File: config.mk
export PLATFORM = sky130hd
export DESIGN_NAME = ac_motor_freq_ramp_ctrl
export DESIGN_NICKNAME = d
export VERILOG_FILES = /design/src/rtl/ac_motor_pkg.sv /design/src/rtl/ac_motor_ramp_prescaler.sv /design/src/rtl/ac_motor_freq_ramp_ctrl.sv
export SDC_FILE = /design/constraint.sdc
export NUM_CORES = 1
export LEC_CHECK = 0
export CAP_MARGIN = 10
export CORE_ASPECT_RATIO = 1.4
export CORE_MARGIN = 3
export CORE_UTILIZATION = 50
export CTS_CLUSTER_DIAMETER = 120
export DETAILED_ROUTE_END_ITERATION = 7
export PLACE_DENSITY = 0.71
export SYNTH_ARGS = -nofsm -noshare
export SYNTH_HDL_FRONTEND = slang
export SYNTH_SLANG_ARGS = --single-unit
File: constraint.sdc
create_clock -name clk -period 10.7 [get_ports clk]
set_clock_uncertainty 0.05 [all_clocks]
set_input_delay 2.14 -clock clk [delete_from_list [all_inputs] [get_ports clk]]
set_output_delay 2.14 -clock clk [all_outputs]
set_load 0.02 [all_outputs]
File: src/rtl/ac_motor_pkg.sv
// Shared constants and FSM state encoding for the AC motor frequency ramp controller.
package ac_motor_pkg;

   localparam int unsigned AC_MOTOR_FREQ_WIDTH   = 12;
   localparam int unsigned AC_MOTOR_SECTOR_WIDTH = 3;

   typedef enum logic [1:0] {
      ST_IDLE = 2'd0,
      ST_RAMP = 2'd1,
      ST_RUN  = 2'd2,
      ST_STOP = 2'd3
   } state_e;

endpackage

File: src/rtl/ac_motor_ramp_prescaler.sv
// Free-running 0..PRESCALE-1 counter producing a one-cycle ramp tick on its last count.
module ac_motor_ramp_prescaler #(
   parameter int unsigned PRESCALE = 1000
) (
   input  logic clk,
   input  logic reset,
   input  logic clear,
   output logic tick
);

   localparam int unsigned CW = (PRESCALE > 1) ? $clog2(PRESCALE) : 1;
   localparam logic [CW-1:0] LAST = CW'(PRESCALE - 1);

   logic [CW-1:0] cnt_q, cnt_d;

   assign tick = (cnt_q == LAST);

   always_comb begin
      cnt_d = cnt_q + CW'(1);
      if (clear || tick) cnt_d = '0;
   end

   // NOTE: sequential state uses <= so every flop samples pre-edge values.
   always_ff @(posedge clk) begin
      if (reset) cnt_q <= '0;
      else       cnt_q <= cnt_d;
   end

endmodule

File: src/rtl/ac_motor_freq_ramp_ctrl.sv
// Soft-start/soft-stop frequency ramp FSM for the sine-sector generator.
// Define AC_MOTOR_RAMP_SECTOR_SYNC_EN to defer ramp steps to sector boundaries.
module ac_motor_freq_ramp_ctrl
   import ac_motor_pkg::*;
#(
   parameter int unsigned FREQ_WIDTH = AC_MOTOR_FREQ_WIDTH,
   parameter int unsigned PRESCALE   = 1000,
   parameter int unsigned STEP       = 1,
   parameter int unsigned MIN_FREQ   = 16
) (
   input  logic                             clk,
   input  logic                             reset,
   input  logic                             enable,
   input  logic [FREQ_WIDTH-1:0]            target_freq,
   input  logic [AC_MOTOR_SECTOR_WIDTH-1:0] sector,
   output logic [FREQ_WIDTH-1:0]            frequency,
   output logic                             running,
   output logic                             at_speed,
   output logic [1:0]                       state
);

   localparam int unsigned XW = FREQ_WIDTH + 1;
   localparam logic [XW-1:0]         STEP_X = XW'(STEP);
   localparam logic [XW-1:0]         MIN_X  = XW'(MIN_FREQ);
   localparam logic [FREQ_WIDTH-1:0] STEP_W = FREQ_WIDTH'(STEP);
   localparam logic [FREQ_WIDTH-1:0] MIN_W  = FREQ_WIDTH'(MIN_FREQ);

   state_e                  state_q, state_d;
   logic [FREQ_WIDTH-1:0]   freq_q, freq_d;
   logic                    running_q, at_speed_q;
   logic [XW-1:0]           freq_x, tgt_x, sum_x;
   logic [FREQ_WIDTH-1:0]   ramp_val, stop_val, step_val, upd_val;
   logic                    upd_vld, stop_req, tick, presc_clear;

   ac_motor_ramp_prescaler #(.PRESCALE(PRESCALE)) u_presc (
      .clk   (clk),
      .reset (reset),
      .clear (presc_clear),
      .tick  (tick)
   );

   assign freq_x   = {1'b0, freq_q};
   assign tgt_x    = {1'b0, target_freq};
   assign sum_x    = freq_x + STEP_X;
   assign stop_req = !enable || (tgt_x < MIN_X);

   // Saturating steps: ramp clamps at the target, stop clamps at MIN_FREQ.
   always_comb begin
      ramp_val = target_freq;
      if (freq_x < tgt_x) begin
         if (sum_x < tgt_x) ramp_val = sum_x[FREQ_WIDTH-1:0];
      end else if (freq_x > tgt_x + STEP_X) begin
         ramp_val = freq_q - STEP_W;
      end
      stop_val = MIN_W;
      if (freq_x > MIN_X + STEP_X) stop_val = freq_q - STEP_W;
      step_val = (state_q == ST_STOP) ? stop_val : ramp_val;
   end

`ifdef AC_MOTOR_RAMP_SECTOR_SYNC_EN
   logic [AC_MOTOR_SECTOR_WIDTH-1:0] sector_q;
   logic [FREQ_WIDTH-1:0]            pend_q, pend_d;
   logic                             pend_vld_q, pend_vld_d;

   // A step computed this cycle beats the stored one if the sector edge coincides.
   assign upd_vld = (sector != sector_q) && (tick || pend_vld_q);
   assign upd_val = tick ? step_val : pend_q;

   always_comb begin
      pend_d     = pend_q;
      pend_vld_d = pend_vld_q;
      if (state_d != state_q || upd_vld) begin
         pend_vld_d = 1'b0;
      end else if (tick && (state_q == ST_RAMP || state_q == ST_STOP)) begin
         pend_d     = step_val;
         pend_vld_d = 1'b1;
      end
   end

   always_ff @(posedge clk) begin
      if (reset) begin
         sector_q   <= '0;
         pend_q     <= '0;
         pend_vld_q <= 1'b0;
      end else begin
         sector_q   <= sector;
         pend_q     <= pend_d;
         pend_vld_q <= pend_vld_d;
      end
   end
`else
   logic unused_sector;
   assign unused_sector = ^sector;
   assign upd_vld       = tick;
   assign upd_val       = step_val;
`endif

   // NOTE: defaults first so no path through the case leaves a signal unassigned (no latches).
   always_comb begin
      state_d = state_q;
      freq_d  = freq_q;
      unique case (state_q)
         ST_IDLE: begin
            if (!stop_req) begin
               state_d = ST_RAMP;
               freq_d  = MIN_W;
            end
         end
         ST_RAMP: begin
            if (stop_req) begin
               state_d = ST_STOP;
            end else if (upd_vld) begin
               freq_d = upd_val;
               if (upd_val == target_freq) state_d = ST_RUN;
            end
         end
         ST_RUN: begin
            if (stop_req)                    state_d = ST_STOP;
            else if (target_freq != freq_q)  state_d = ST_RAMP;
         end
         ST_STOP: begin
            if (!stop_req) begin
               state_d = ST_RAMP;
            end else if (tick && freq_x == MIN_X) begin
               freq_d  = '0;
               state_d = ST_IDLE;
            end else if (upd_vld) begin
               freq_d = upd_val;
            end
         end
         default: state_d = ST_IDLE;
      endcase
   end

   assign presc_clear = (state_d != state_q) && (state_d == ST_RAMP || state_d == ST_STOP);

   always_ff @(posedge clk) begin
      if (reset) begin
         state_q    <= ST_IDLE;
         freq_q     <= '0;
         running_q  <= 1'b0;
         at_speed_q <= 1'b0;
      end else begin
         state_q    <= state_d;
         freq_q     <= freq_d;
         running_q  <= (state_d != ST_IDLE);
         at_speed_q <= (state_d == ST_RUN);
      end
   end

   assign frequency = freq_q;
   assign running   = running_q;
   assign at_speed  = at_speed_q;
   assign state     = state_q;

endmodule

==> results of run 1 <==
==> worst max path at each step <==
stage	end	slack, ns	depth (start not counted)
after floorplan	running$_SDFF_PP0_	5.15	17
after global placement	running$_SDFF_PP0_	3.50	17
after detailed placement	running$_SDFF_PP0_	3.43	17
after CTS	running$_SDFF_PP0_	3.71	17
after global routing	at_speed$_SDFF_PP0_	3.23	17
final	running$_SDFF_PP0_	3.52	17
==> through the flow <==
stage               std cells  worst slack (ns)
global route              630              3.23
global placement          626              3.50
finish                    630              3.52
floorplan                 529              5.15
detailed placement        626              3.43
CTS                       630              3.71
==> placed cells by master (no fill, tap or decap), types with 7 or more instances in the layout <==
| cell | count |
|---|---|
| nor2_1 | 53 |
| ha_1 | 41 |
| nand2_1 | 40 |
| a21oi_1 | 37 |
| clkdlybuf4s50_1 | 30 |
| xnor2_1 | 27 |
| nand3_1 | 27 |
| dfxtp_1 | 26 |
| inv_1 | 23 |
| o21ai_0 | 21 |
| nor3_1 | 12 |
| a22oi_1 | 12 |
| nor4_1 | 11 |
| xor2_1 | 10 |
| nand4_1 | 9 |
| a21o_1 | 9 |
| and3_1 | 9 |
| o211ai_1 | 8 |
| nand2b_1 | 7 |
| and2_1 | 7 |
==> worst max-delay path: stages <==
cell and delay, ns:
clkdlybuf4s50_1 0.74, inv_1 0.29, nor4b_4 0.37, nand3_1 0.14, xnor2_1 0.16, ha_1 0.30
nand3_1 0.12, nor3_1 0.32, o311ai_0 0.28, a21oi_1 0.72, nand2_1 0.44, o21ai_0 0.37
a32oi_1 0.11, o22ai_1 0.31, nor4_1 0.13, a211oi_2 0.26, nand2b_1 0.13
==> metal layers <==
layer  wire (um)  vias up
met3         858       63
met4         969        0
met5           0        -
met1        5270     2002
li1            -     1999
met2        6280      203
==> area by class of cell <==
type,instances,area (um2),area share (%)
inverter,25,93.8,2.20
timing repair buffer,32,315,7.38
clock buffer,3,41.3,0.966
clock inverter,1,30.0,0.703
sequential,26,520,12.2
multi-input combinational,446,3150,73.7
tap,97,121,2.84
==> report_power, final <==
group / internal [mW] / switching (mW) / total, mW / leakage, nW
combinational: 0.0282 / 0.0445 / 0.0727 / 1.45
sequential: 0.0985 / 0.00418 / 0.103 / 0.211
clock: 0.0501 / 0.0303 / 0.0804 / 0.0357
total: 0.177 / 0.0789 / 0.256 / 1.70
==> sequential cells by signal (all words and copies together), names as in the netlist <==
name,flops
running,1
at_speed,1
u_presc.cnt_q,10
frequency,12
state,2
==> cells in the mapped netlist (3+ instances only) <==
cell      number  area share [%]
a21o_1         9             1.7
nand3_1       27             3.4
o31ai_1        4            0.76
buf_6          5             1.4
inv_1         23             2.2
ha_1          41              13
nor2_1        53             5.0
and3_1         9             1.4
nand4b_1       4            0.89
xor2_1        10             2.2
a22oi_1       12             2.3
o211ai_1       8             1.5
o32ai_1        3            0.67
o221ai_1       5             1.1
nand4_1        9             1.4
buf_1          3            0.29
o22ai_1        6            0.95
a31oi_1        3            0.48
nand2b_1       7             1.1
or3_1          3            0.48
buf_2          5            0.63
o21a_1         6             1.1
nor4_1        11             1.7
xnor2_1       27             6.0
a211o_1        4            0.89
and2_1         7             1.1
dfxtp_1       26              13
clkbuf_1      15             1.4
o21ai_0       21             2.7
a21oi_1       37             4.7
nor3_1        12             1.5
and4_1         5             1.1
buf_4          3            0.57
o311ai_0       3            0.67
a32oi_1        4            0.89
nor2b_1        3            0.48
nand2_1       40             3.8
==> kinds of logic after synthesis <==
group / after synthesis / share of synthesized area [%]
buffers and inverters: 57 / 6.85
muxes: 3 / 0.889
DFF: 26 / 13.2
AOI/OAI and AO/OA: 153 / 27.9
adders and majority gates: 41 / 13.0
and+or+nand+nor: 212 / 30.0
xor gates and xnor gates: 37 / 8.22
==> flow_summary.ini, run 1 <==
[power]
p_leak_nw = 1.70
power_mw = 0.256
peakVddDrop_mv = 0.128
powerDensity_mw_per_mm2 = 59.8

[clock_network]
postCtsHoldBufs = 0
cts_root_buf = clkbuf_8
cts_buffer_depth = 2
post_cts_resized = 0
cts_buffers = 3
cts_sinks = 26
cts_tree = built
cts_setup_buffers = 0
clk_pin_slew_ns = 0.09
htree_levels = 1
clk_latency_ns = 0.27

[global_route]
grt_remaining_overflow = 0
busiest_layer = met2
grt_use_met1_pct = 37.6
grt_start_max_net_pins = 24
grtUsageMet2_pct = 49.1
use_met3_pct = 3.66
grt_first_pass_wirelength_um = 21800
grt_antenna_before_repair = 0
gr-usage-all-layers_pct = 30.7
grt_pass1_vias = 4160

[critical_path]
worstPathArrival_ns = 7.36
critPathLaunch = target_freq[7]
timing.rr.start = frequency[4]$_SDFFE_PP0P_
cp.required_ns = 10.87
ff2ff_path_depth = 16
r2r_end = running$_SDFF_PP0_
crit_path_start_kind = primary input
worstPathMaxFanout = 9
crit_path_end_kind = flip-flop
r2r_setup_slack_ns = 5.61
crit_type = in2reg

[timing]
finalCritPeriodShare_pct = 67.1
timing.fmax_mhz = 139
setup_tns_ns = 0
fin_crit_ns = 7.18
drv_slew = 0
maxSlewHeadroom_pct = 31.1
whs_ns = 0.421
worst_slew_pin_slew_ns = 1.03
timing.final.hold_violations = 0
setup_viol = 0
rsz0062_at_grt = false

[run_status]
violations = DRC
status = finished with violations

[place]
placed_cell_area_mm2 = 0.00420
place_congestion = 1.04
hpwlAfterDp_um = 10500
numPortBuffers = 30

[detailed_routing]
wire_per_inst_um = 21.2
initialDrtViolationCount = 428
routed_wirelength_um = 13400
dr.pass1.iters = 8
drc = 1
viasPerCell = 6.77
ant_nets = 0
num_vias = 4267

[yosys]
yosys_warnings = 0
synthArstFlopShare_pct = 0
yosysSeqAreaShare_pct = 13.2
synth_area_per_cell_um2 = 7.45
synth-edff-count = 0
synth_ff_type = dfxtp_1
synth_cells = 529
synth_cell_types = 78
ys_ff_latch = 26
netlist_area_mm2 = 0.00394
syn-num-nets = 588

[layout]
fin_util_pct = 57.0
drive_gt1_share_pct = 5.63
design_area_mm2 = 0.00427
fillCellCount = 768
antennaDiodeCount = 0
area_delta_synth_final_pct = 8.41
fin_nets = 593

[hold_path]
hold_path.class = reg2reg
hold_start = u_presc.cnt_q[0]$_SDFF_PP0_
worstHoldPathCells = 1
min_to = u_presc.cnt_q[0]$_SDFF_PP0_

[die]
dieArea_mm2 = 0.00900
start_util_pct = 52.6
die_y_um = 111
core_mm2 = 0.00750
num_io_pins = 34
die_w_um = 81.0
std_cell_rows = 37

[flow_run]
drv_cap = 0
No activity file was read; power rests on OpenSTA's default activity.
==> run 2: changes to the inputs <==
==> constraint.sdc (replaced) <==
create_clock -name clk -period 7.5 [get_ports clk]
set_clock_uncertainty 0.05 [all_clocks]
set_input_delay 1.5 -clock clk [delete_from_list [all_inputs] [get_ports clk]]
set_output_delay 1.5 -clock clk [all_outputs]
set_load 0.02 [all_outputs]
==> run 2 against run 1 <==
  * The run now ends clean
  * Non-clock buffer count increased by 3
  * Global-route usage shrank 0.25 points
  * Critical path depth unchanged
  * Sequential cell count is the same
  * Worst setup slack got worse by 2.4 ns
  * Clock power up 43%
  * Register-to-register slack worse by 3.3 ns
  * Largest power group unchanged
  * Sequential share of layout area fell by 0.064 points
  * Critical path type unchanged
  * First-iteration DRC count up 15%
==> flow_summary.ini, run 2 (synthesized netlist as in run 1, its figures left out) <==
[clock_network]
post_cts_resized = 0
clk_latency_ns = 0.27
cts_buffers = 3
htree_levels = 1
cts_setup_buffers = 0
cts_tree = built
cts_root_buf = clkbuf_8
postCtsHoldBufs = 0
cts_sinks = 26
cts_buffer_depth = 2
clk_pin_slew_ns = 0.09

[timing]
setup_tns_ns = 0
timing.fmax_mhz = 157
rsz0062_at_grt = false
setup_viol = 0
worst_slew_pin_slew_ns = 0.993
finalCritPeriodShare_pct = 85.2
whs_ns = 0.420
fin_crit_ns = 6.39
timing.final.hold_violations = 0
maxSlewHeadroom_pct = 33.8
drv_slew = 0

[critical_path]
worstPathMaxFanout = 9
worstPathArrival_ns = 6.56
crit_path_start_kind = primary input
cp.required_ns = 7.67
crit_type = in2reg
crit_path_end_kind = flip-flop

[die]
die_y_um = 111
die_w_um = 81.0
num_io_pins = 34
core_mm2 = 0.00750
std_cell_rows = 37
dieArea_mm2 = 0.00900
start_util_pct = 52.6

[detailed_routing]
initialDrtViolationCount = 491
wl_met2_um = 6500
dr.pass1.iters = 6
wl_met3_um = 931
drc = 0
ant_nets = 0
wire_per_inst_um = 21.5
m1WireLength_um = 5480
top_layer = met4
num_vias = 4304
viasPerCell = 6.80
routed_wirelength_um = 13600

[layout]
antennaDiodeCount = 0
area_delta_synth_final_pct = 8.98
design_area_mm2 = 0.00430
largest_reg_flops = 12
layout_commonest_cell = nor2_1
fillCellCount = 762
final_cell_mix = 53 x nor2_1, 41 x ha_1, 40 x nand2_1
drive_gt1_share_pct = 6.16
fin_nets = 596

[power]
powerDensity_mw_per_mm2 = 85.4
comb_power_share_pct = 28.7
swShare_pct = 31.0
p_sw_mw = 0.114
p_leak_nw = 1.71
seqPwrFrac_pct = 39.9
p_int_mw = 0.253
power_mw = 0.367
p_clk_share_pct = 31.3
peakVddDrop_mv = 0.140

[place]
numPortBuffers = 30
hpwlAfterDp_um = 10400
place_congestion = 1.00
placed_cell_area_mm2 = 0.00423

[global_route]
grt_antenna_before_repair = 0
grt_first_pass_wirelength_um = 21700
grt_start_max_net_pins = 24
gr-usage-all-layers_pct = 30.4
grt_remaining_overflow = 0
grt_pass1_vias = 4098

[hold_path]
hold_path.class = reg2reg

[flow_run]
drv_cap = 0

[run_status]
status = completed
[run 2: final cells by class]
| class | count | area [um2] | area share (%) |
|---|---|---|---|
| multi-input combinational | 446 | 3150 | 73.4 |
| clock buffer | 3 | 41.3 | 0.961 |
| clock inverter | 1 | 30.0 | 0.699 |
| tap | 97 | 121 | 2.82 |
| timing repair buffer | 35 | 338 | 7.86 |
| inverter | 25 | 93.8 | 2.18 |
| sequential | 26 | 520 | 12.1 |
[run 2: worst max-delay path, stage by stage]
cell	delay [ns]
clkdlybuf4s50_1	0.69
and4_1	0.33
nor4b_4	0.31
nand3_1	0.14
xnor2_1	0.15
ha_1	0.30
nand3_1	0.10
nor3_1	0.31
o311ai_0	0.30
a21oi_1	0.72
nand2_1	0.40
o21ai_0	0.32
a32oi_1	0.11
o22ai_1	0.33
nor4_1	0.14
a211oi_2	0.27
nand2b_1	0.14
[run 2: final timing paths]
path	start	end	slack, ns	depth (start not counted)
min	u_presc.cnt_q[0]$_SDFF_PP0_	u_presc.cnt_q[0]$_SDFF_PP0_	0.42	1
max reg2reg	frequency[4]$_SDFFE_PP0P_	running$_SDFF_PP0_	2.33	16
min reg2reg	u_presc.cnt_q[0]$_SDFF_PP0_	u_presc.cnt_q[0]$_SDFF_PP0_	0.42	1
max	target_freq[3]	running$_SDFF_PP0_	1.11	17
[run 2: layer usage]
metal,global-route usage (%),up-vias
li1,-,2006
met1,38.9,2014
met2,51.0,227
met3,2.36,57
met4,13.2,0
met5,0,-
[run 2: power by group through the flow]
stage	Combinational [mW]	Sequential (mW)	Clock, mW
4_1_cts	0.103	0.146	0.120
5_1_grt	0.116	0.147	0.123
6_report	0.106	0.147	0.115
2_1_floorplan	0.0684	0.148	0
3_3_place_gp	0.100	0.150	0
3_5_place_dp	0.103	0.150	0
[run 2: stage by stage]
stage	util (%)	std cells	setup WS, ns
detailed placement	56.3	629	1.03
finish	57.3	633	1.11
CTS	57.3	633	1.32
global route	57.3	633	0.898
global placement	56.3	629	1.07
floorplan	-	529	2.59
